File: src/rtl/to_master_mailbox.sv
// ---------------------------------------------------------------------------
// to_master_mailbox
//
// Nios-to-ARM message mailbox. The Nios (writer port) pushes 32-bit message
// words into a circular FIFO. A level interrupt tells the HPS master that
// messages are waiting. The HPS (reader port) pops words and then
// acknowledges the interrupt. A hold-off timer limits how fast the
// interrupt can re-assert after an ack.
//
// Parameters:
//   DEPTH    FIFO depth in words (power of 2, 2..128)
//   HOLDOFF  minimum cycles irq stays low after an ack (0 = no hold-off)
//
// Ports:
//   clk_clk        in   1   single clock for all logic
//   reset_reset    in   1   synchronous active-high reset
//   wr_address     in   2   writer register select
//   wr_write       in   1   writer write strobe
//   wr_writedata   in  32   writer write data
//   wr_read        in   1   writer read strobe
//   wr_readdata    out 32   writer read data, registered (latency 1)
//   rd_address     in   2   reader register select
//   rd_read        in   1   reader read strobe
//   rd_readdata    out 32   reader read data, registered (latency 1)
//   rd_write       in   1   reader write strobe
//   rd_writedata   in  32   reader write data
//   to_master_irq  out  1   level interrupt to the HPS
//
// STATUS word: [0] empty, [1] full, [2] overflow, [3] underflow,
//              [4] irq_enable, [5] to_master_irq, [15:8] count.
// ---------------------------------------------------------------------------
module to_master_mailbox #(
    parameter int DEPTH   = 16,
    parameter int HOLDOFF = 64
) (
    input  logic        clk_clk,
    input  logic        reset_reset,
    input  logic [1:0]  wr_address,
    input  logic        wr_write,
    input  logic [31:0] wr_writedata,
    input  logic        wr_read,
    output logic [31:0] wr_readdata,
    input  logic [1:0]  rd_address,
    input  logic        rd_read,
    output logic [31:0] rd_readdata,
    input  logic        rd_write,
    input  logic [31:0] rd_writedata,
    output logic        to_master_irq
);

    localparam int AW = $clog2(DEPTH);
    localparam int CW = AW + 1;
    localparam int HW = (HOLDOFF > 1) ? $clog2(HOLDOFF) : 1;
    localparam logic [CW-1:0] DEPTH_C = CW'(DEPTH);

    typedef enum logic [1:0] {
        ST_IDLE,
        ST_ASSERTED,
        ST_HOLDOFF
    } irqState_t;

    logic [31:0]   r_mem [DEPTH];
    logic [AW-1:0] r_wrPtr;
    logic [AW-1:0] r_rdPtr;
    logic [CW-1:0] r_count;
    logic          r_irqEnable;
    logic          r_overflow;
    logic          r_underflow;
    logic [31:0]   r_wrReadData;
    logic [31:0]   r_rdReadData;
    irqState_t     r_state;
    logic [HW-1:0] r_holdCnt;
    logic          r_irq;

    logic          w_empty;
    logic          w_full;
    logic          w_pop;
    logic          w_push;
    logic          w_popEmpty;
    logic          w_pushFull;
    logic          w_ack;
    logic          w_ctrlWrite;
    logic          w_clrOverflow;
    logic          w_clrUnderflow;
    logic [31:0]   w_status;
    logic [31:0]   w_freeSlots;
    logic          w_unusedRdData;

    assign w_empty = (r_count == '0);
    assign w_full  = (r_count == DEPTH_C);

    // A pop only happens on a non-empty FIFO; a same-cycle pop frees a slot
    // so a push into a full FIFO is still accepted (no bypass of an empty one).
    assign w_pop      = rd_read && (rd_address == 2'd0) && !w_empty;
    assign w_popEmpty = rd_read && (rd_address == 2'd0) && w_empty;
    assign w_push     = wr_write && (wr_address == 2'd0) && (!w_full || w_pop);
    assign w_pushFull = wr_write && (wr_address == 2'd0) && w_full && !w_pop;

    assign w_ctrlWrite    = wr_write && (wr_address == 2'd1);
    assign w_clrOverflow  = w_ctrlWrite && wr_writedata[1];
    assign w_ack          = rd_write && (rd_address == 2'd2) && rd_writedata[0];
    assign w_clrUnderflow = rd_write && (rd_address == 2'd2) && rd_writedata[1];

    assign w_unusedRdData = ^rd_writedata[31:2];

    assign w_status    = {16'h0000, 8'(r_count), 2'b00, r_irq, r_irqEnable,
                          r_underflow, r_overflow, w_full, w_empty};
    assign w_freeSlots = 32'(DEPTH_C - r_count);

    // Message storage; contents need no reset because the pointers and
    // count define what is valid.
    always_ff @(posedge clk_clk) begin
        if (w_push) begin
            r_mem[r_wrPtr] <= wr_writedata;
        end
    end

    // FIFO pointers, occupancy, control and sticky error flags. Sticky set
    // takes priority over a same-cycle clear.
    always_ff @(posedge clk_clk) begin
        if (reset_reset) begin
            r_wrPtr     <= '0;
            r_rdPtr     <= '0;
            r_count     <= '0;
            r_irqEnable <= 1'b0;
            r_overflow  <= 1'b0;
            r_underflow <= 1'b0;
        end else begin
            if (w_push) begin
                r_wrPtr <= r_wrPtr + 1'b1;
            end
            if (w_pop) begin
                r_rdPtr <= r_rdPtr + 1'b1;
            end
            case ({w_push, w_pop})
                2'b10:   r_count <= r_count + 1'b1;
                2'b01:   r_count <= r_count - 1'b1;
                default: r_count <= r_count;
            endcase
            if (w_ctrlWrite) begin
                r_irqEnable <= wr_writedata[0];
            end
            if (w_pushFull) begin
                r_overflow <= 1'b1;
            end else if (w_clrOverflow) begin
                r_overflow <= 1'b0;
            end
            if (w_popEmpty) begin
                r_underflow <= 1'b1;
            end else if (w_clrUnderflow) begin
                r_underflow <= 1'b0;
            end
        end
    end

    // Registered read data for both ports. Values are sampled from the
    // current state, so STATUS shows the state before this cycle's updates,
    // and each port holds its last result until its next read.
    always_ff @(posedge clk_clk) begin
        if (reset_reset) begin
            r_wrReadData <= '0;
            r_rdReadData <= '0;
        end else begin
            if (wr_read) begin
                case (wr_address)
                    2'd0:    r_wrReadData <= w_freeSlots;
                    2'd1:    r_wrReadData <= w_status;
                    default: r_wrReadData <= '0;
                endcase
            end
            if (rd_read) begin
                case (rd_address)
                    2'd0:    r_rdReadData <= w_empty ? 32'h0 : r_mem[r_rdPtr];
                    2'd1:    r_rdReadData <= w_status;
                    default: r_rdReadData <= '0;
                endcase
            end
        end
    end

    // Interrupt state machine. Once asserted, irq stays high even if the
    // FIFO drains; only an ack or a disable drops it, and disable wins over
    // a same-cycle ack. The hold-off counter keeps running even if the
    // enable is cleared while it counts.
    always_ff @(posedge clk_clk) begin
        if (reset_reset) begin
            r_state   <= ST_IDLE;
            r_holdCnt <= '0;
            r_irq     <= 1'b0;
        end else begin
            case (r_state)
                ST_IDLE: begin
                    if (r_irqEnable && !w_empty) begin
                        r_state <= ST_ASSERTED;
                        r_irq   <= 1'b1;
                    end else begin
                        r_irq   <= 1'b0;
                    end
                end
                ST_ASSERTED: begin
                    if (!r_irqEnable) begin
                        r_state <= ST_IDLE;
                        r_irq   <= 1'b0;
                    end else if (w_ack) begin
                        r_irq <= 1'b0;
                        if (HOLDOFF == 0) begin
                            r_state <= ST_IDLE;
                        end else begin
                            r_state   <= ST_HOLDOFF;
                            r_holdCnt <= HW'(HOLDOFF - 1);
                        end
                    end else begin
                        r_irq <= 1'b1;
                    end
                end
                ST_HOLDOFF: begin
                    r_irq <= 1'b0;
                    if (r_holdCnt == '0) begin
                        r_state <= ST_IDLE;
                    end else begin
                        r_holdCnt <= r_holdCnt - 1'b1;
                    end
                end
                default: begin
                    r_state <= ST_IDLE;
                    r_irq   <= 1'b0;
                end
            endcase
        end
    end

    assign wr_readdata   = r_wrReadData;
    assign rd_readdata   = r_rdReadData;
    assign to_master_irq = r_irq;

endmodule

File: config.mk
export PLATFORM = sky130hd
export DESIGN_NAME = to_master_mailbox
export DESIGN_NICKNAME = d
export VERILOG_FILES = /design/src/rtl/to_master_mailbox.sv
export SDC_FILE = /design/constraint.sdc
export NUM_CORES = 1
export LEC_CHECK = 0
export CAP_MARGIN = 25
export CORE_ASPECT_RATIO = 0.8
export CORE_MARGIN = 3
export CORE_UTILIZATION = 29
export CTS_CLUSTER_SIZE = 40
export DETAILED_ROUTE_END_ITERATION = 12
export GPL_TIMING_DRIVEN = 0
export PLACE_DENSITY_LB_ADDON = 0.15
export SLEW_MARGIN = 20
export SYNTH_ARGS = -nofsm -noshare
export SYNTH_HDL_FRONTEND = slang
export SYNTH_SLANG_ARGS = --single-unit
File: constraint.sdc
create_clock -name clk_clk -period 5.4 [get_ports clk_clk]
set_input_delay 0.54 -clock clk_clk [delete_from_list [all_inputs] [get_ports clk_clk]]
set_output_delay 0.54 -clock clk_clk [all_outputs]
set_load 0.01 [all_outputs]
# Yosys cells after proc, flatten, opt, wreduce, memory -nomap -nowiden
# Memory sizes are Yosys's and may differ from the RTL's. A register that Yosys moved wholly into a read port is not among the register bits.
# Index checks and enable logic that the tools add are counted.
[word_totals] memories=1 input_bits=74 regBits=89 mem_bits_rw=512 wordCells=85
[classes] reduce_logical=28 mux=25 add_sub_neg=6 eq_ne=14
[mem_list] name="r_mem" words=16 word_bits=32 read_ports=1 rd_clocked_by_memory_dff=1 write_ports=1 line_no="62" rtl="logic [31:0] r_mem [DEPTH];"
[op_table] cell="$pmux 32 s2" n=2
[op_table] cell="$mux 32" n=1
[op_table] cell="$mux 6" n=3
[op_table] cell="$logic_and 1x1->1" n=13
[op_table] cell="$pmux 6 s2" n=1
[op_table] cell="$ne 2x2->1 const B" n=5
[op_table] cell="$pmux 5 s2" n=1
[op_table] cell="$mux 1" n=9
[op_table] cell="$add 4x1->4 const B" n=2
[op_table] cell="$eq 2x1->1 const B" n=4
[op_table] cell="$mux 2" n=4
[op_table] cell="$mux 4" n=2
[op_table] cell="$reduce_bool 2->1" n=4
[op_table] cell="$eq 2x2->1 const B" n=3
[op_table] cell="$logic_not 2->1" n=3
[op_table] cell="$logic_not 6->1" n=1
[op_table] cell="$pmux 2 s3" n=1
[op_table] cell="$sub 5x5->6 const A" n=1
[op_table] cell="$sub 6x1->6 const B" n=1
[op_table] cell="$add 5x1->5 const B" n=1
[op_table] cell="$eq 5x5->1 const B" n=1
[op_table] cell="$logic_not 5->1" n=1
[op_table] cell="$sub 5x1->5 const B" n=1
[op_table] cell="$reduce_and 4->1" n=1
[op_table] cell="5 further kinds" n=7

# Depth between registers and ports, before layout
[depth] word_depth=7 ltp_mapped=14 mapped_depth_nobuf=12

# Worst setup path before layout
# Ideal clock, no wire load.
[synth_timing] path_type="register to register" from="reg r_count[0]" to="mem r_mem[0][0], enable pin" arrival_ns=4.446 slack_ns=0.493 path_stages_with_launch=11 path_cell_list="dfxtp_1 -> inv_1 -> ha_1 -> and2_1 -> ha_1 -> buf_2 -> or4b_1 -> buf_2 -> a21oi_2 -> nand2_1 -> nor3_1"
[synth_between] elab_chain_cells=7 elab_cells_between_ends=9 cone_classes="eq/ne (1); mux (2); reduce/logical (6)"
[synth_lines] element="from (decl)" line_no="65" rtl="logic [CW-1:0] r_count;"
[synth_lines] element="from (signal assigned)" line_no="136" rtl="2'b10: r_count <= r_count + 1'b1;"
[synth_lines] element="from (signal assigned)" line_no="137" rtl="2'b01: r_count <= r_count - 1'b1;"
[synth_lines] element="from (signal assigned)" line_no="138" rtl="default: r_count <= r_count;"
[synth_lines] element="$logic_not 5->1" line_no="89" rtl="assign w_empty = (r_count == '0);"
[synth_lines] element="$logic_not 1->1" line_no="94" rtl="assign w_pop = rd_read && (rd_address == 2'd0) && !w_empty;"
[synth_lines] element="$logic_and 1x1->1" line_no="94"
[synth_lines] element="$logic_or 1x1->1 (*)" line_no="96" rtl="assign w_push = wr_write && (wr_address == 2'd0) && (!w_full || w_pop);"
[synth_lines] element="$logic_and 1x1->1 (*)" line_no="96"
[synth_lines] element="$mux 1 (*)" line_no="113" rtl="if (w_push) begin"
[synth_lines] element="$mux 1 (not written as such) (*)" line_no="114" rtl="r_mem[r_wrPtr] <= wr_writedata;"
[synth_lines] element="to (decl)" line_no="62"
# Mark *: on every way between the ends. The rest lies on a longest branch, timed or not.

# Worst setup path in the final report
[layout_timing] from="reg r_count[2]" to="mem r_mem[3][19], enable pin"
# The elaborated chain is that of the path after synthesis.

==> run metrics <==
result of the run=finished, final reports clean; fraction of power spent switching nets=0.206; pre-CTS setup slack=1.00 ns; Port-buffer cells=105; Bufs and invs on worst path=5; startpoint class of the critical path=flop; final total negative setup slack=0 ns; ANT cells=0; sinks on the clock net=585; static leakage power=8.57 nW; clock tree root buffer cell=sky130_fd_sc_hd__clkbuf_16; overall fraction of global-route tracks in use=0.145; total number of yosys warnings=0; drc violations=0; Worst IR Drop VDD=0.000234 V; Period Utilization, post-route=0.815; syn_area_per_cell=19.4 µm²; Fmax achieved=227 MHz; number of vias after detailed routing=11700; met3 Usage GRT=0.0256; number of antenna violations at the first check in global routing=3; data required time of the critical path=5.72 ns; number of nets with antenna violations after detailed routing=0; data arrival at the endpoint of the critical path=4.72 ns; slowest library cell on the worst path=sky130_fd_sc_hd__nor4b_2; total setup violations reported at the end of the flow=0; critical path start-end classification=flop to flop; later-pin clock latency in the skew report=0.62 ns; slew at the pin closest to its max-slew limit=1.10 ns; DR vias/cell=4.78; cell repeated most along the worst path=sky130_fd_sc_hd__buf_4; max_slew headroom=0.270; commonest register cell after synthesis=sky130_fd_sc_hd__edfxtp_1; final count of pins violating max slew=0; via count of the first global-routing pass=12200; leading cell type in the layout, fill and taps excluded=sky130_fd_sc_hd__edfxtp_1; number of cell rows=90; core occupancy in the finished layout=0.365; Synth-to-Final Area Change=23.3%; crit path capture type=flop; x dimension of the die=318 µm; number of endpoints with negative hold slack in the final report=0; RSZ-0062 raised after global routing=false; global-route wire length before repair=86700 µm; fraction of registers with async set/reset=0; Sequential Power Share=0.526; global-route track usage on met2=0.227; total nets after synthesis=1247; Clock Path Buffers=3; fin crit period=4.40 ns; total of flip-flops plus latches after synthesis=585; clock group share of total power=0.444; largest fanout of any net on the critical path=9; layout cells sized above 1=0.238; pin count of the biggest net entering global routing=23; post-layout worst setup margin=0.999 ns; fin nets=1462; largest stage delay on the critical path=0.84 ns; CTS buffer count=61; clock transition time at the flip-flop clock pins of the worst setup and hold paths=0.06 ns; Worst path top cell family by delay=simple AND/OR/NAND/NOR gates; initial core utilization=0.296; PD cells=338 nW/µm²; Syn Inst Count=1162; clock tree from TritonCTS=yes; largest clock skew in the final design=0.0225 ns; final estimated routing congestion in global placement=0.740; HPWL after detailed placement=41300 µm; detailed router's first-iteration violation count=865; H-Tree Level Count=2; share of total power in combinational logic=0.031; synth unique cells=53; grt total ovfl=0; area of the placeable core=76200 µm²; M1 GR Usage=0.209; Int Power=0.00748 W; sequential cell area fraction in the yosys report=0.745; Switch Pwr=0.00194 W; DR pass1 iterations=5; number of max-cap violations=0; Die Area=81300 µm²; DR WL/cell=24.4 µm; post-synthesis cell area=22600 µm²; hold-fix buffers at CTS=0; ordered list of cells on the worst path=clkbuf_1, nor2_1, and2_1, ha_1, buf_2, nor4b_2, o211ai_1, nor3_2, buf_4, buf_6, buf_4; Post-CTS Repair Setup Buffers=0; number of synthesized flops with an enable pin=512; global-route layer with the greatest usage=met2; commonest non-fill, non-tap cells in the layout=sky130_fd_sc_hd__edfxtp_1, sky130_fd_sc_hd__mux4_2, sky130_fd_sc_hd__clkdlybuf4s50_1, sky130_fd_sc_hd__dfxtp_1, sky130_fd_sc_hd__mux2i_1; post-cts sizing count=0; height of the die=256 µm; Tightest Hold Check Type=primary input to flop; count of boundary I/O pins=139; final routed wirelength across all metal layers=59500 µm
[state kept, by name, summed over array words and instances, names as in the netlist, named ones only]
signal         cells
r_mem            512
rd_readdata       32
wr_readdata       12
r_holdCnt          6
r_count            5
r_rdPtr            4
r_wrPtr            4
r_state            2
r_irqEnable        1
r_overflow         1
r_underflow        1
to_master_irq      1
[power by group through the flow]
| stage | clock (W) | combinational, W | sequential [W] |
|---|---|---|---|
| 2_1_floorplan | 0 | 0.000118 | 0.00505 |
| 3_3_place_gp | 0 | 0.000282 | 0.00505 |
| 3_5_place_dp | 0 | 0.000292 | 0.00505 |
| 4_1_cts | 0.00429 | 0.000293 | 0.00495 |
| 5_1_grt | 0.00447 | 0.000315 | 0.00495 |
| 6_report | 0.00418 | 0.000288 | 0.00495 |
[cells in the mapped netlist, types with 3 or more instances]
library cell / instances / area share
sky130_fd_sc_hd__o211ai_1: 9 / 0.0030
sky130_fd_sc_hd__xnor2_1: 8 / 0.0031
sky130_fd_sc_hd__mux2i_1: 71 / 0.031
sky130_fd_sc_hd__nand2_1: 37 / 0.0061
sky130_fd_sc_hd__o221ai_1: 25 / 0.0097
sky130_fd_sc_hd__ha_1: 11 / 0.0061
sky130_fd_sc_hd__nor2_1: 47 / 0.0078
sky130_fd_sc_hd__nand4_1: 3 / 0.00083
sky130_fd_sc_hd__a21oi_1: 6 / 0.0013
sky130_fd_sc_hd__nor2b_1: 22 / 0.0061
sky130_fd_sc_hd__a211oi_1: 11 / 0.0037
sky130_fd_sc_hd__buf_4: 28 / 0.0093
sky130_fd_sc_hd__edfxtp_1: 512 / 0.68
sky130_fd_sc_hd__nand2b_1: 3 / 0.00083
sky130_fd_sc_hd__and3_1: 5 / 0.0014
sky130_fd_sc_hd__xor2_1: 4 / 0.0016
sky130_fd_sc_hd__nor3_1: 12 / 0.0027
sky130_fd_sc_hd__a311oi_1: 3 / 0.0012
sky130_fd_sc_hd__clkbuf_1: 21 / 0.0035
sky130_fd_sc_hd__inv_1: 11 / 0.0018
sky130_fd_sc_hd__buf_1: 12 / 0.0020
sky130_fd_sc_hd__buf_2: 22 / 0.0049
sky130_fd_sc_hd__dfxtp_1: 73 / 0.065
sky130_fd_sc_hd__mux4_2: 118 / 0.12
sky130_fd_sc_hd__o21ai_0: 12 / 0.0027
sky130_fd_sc_hd__nand3_1: 9 / 0.0020
sky130_fd_sc_hd__a22oi_1: 16 / 0.0053
sky130_fd_sc_hd__a31oi_1: 12 / 0.0033
sky130_fd_sc_hd__mux2_2: 8 / 0.0040
[routing by layer]
| metal | part of all wire | wire (µm) |
|---|---|---|
| met5 | 0.00040 | 24 |
| met4 | 0.020 | 1170 |
| met3 | 0.043 | 2530 |
| met2 | 0.46 | 27400 |
| met1 | 0.48 | 28400 |
[per-stage QoR]
| stage | hold slack [ns] | cell area (µm²) | cells | total power [W] |
|---|---|---|---|---|
| after floorplan | 0.458 | 22600 | 1162 | 0.00516 |
| after global placement | 0.480 | 24900 | 2279 | 0.00533 |
| after detailed placement | 0.484 | 25800 | 2324 | 0.00534 |
| after CTS | 0.314 | 27800 | 2439 | 0.00953 |
| after global routing | 0.371 | 27900 | 2441 | 0.00974 |
| final | 0.342 | 27900 | 2441 | 0.00942 |
[kinds of logic after synthesis]
family | after synthesis | synth area share
DFF | 585 | 0.745
muxes | 197 | 0.153
and+or+nand+nor | 152 | 0.0331
AOI/OAI and AO/OA | 109 | 0.0356
buffers and inverters | 96 | 0.0225
xor gates and xnor gates | 12 | 0.00465
adders and majority gates | 11 | 0.00609
[tightest hold or removal path: stages]
cell and delay (ns):
sky130_fd_sc_hd__clkbuf_1 0.18, sky130_fd_sc_hd__nor2_1 0.14, sky130_fd_sc_hd__a211oi_1 0.05
[worst paths after layout]
kind	from	endpoint	slack (ns)	cells past startpoint
hold reg to reg	wr_readdata[12]	wr_readdata[12]	0.49	2
setup / recovery	r_count[2]	r_mem[3][19]	1.0	11
setup reg to reg	r_count[2]	r_mem[3][19]	1.0	11
hold / removal	wr_read	wr_readdata[8]	0.34	3
[cell type report]
class,count,area (µm²)
buffer,85,467
clock buffer,82,1730
clock inverter,33,273
fill,7071,48400
inverter,11,41.3
multi-input combinational,481,5360
sequential,585,16800
tap,1012,1270
timing repair buffer,152,1890
(Power assumes the default switching activity.)
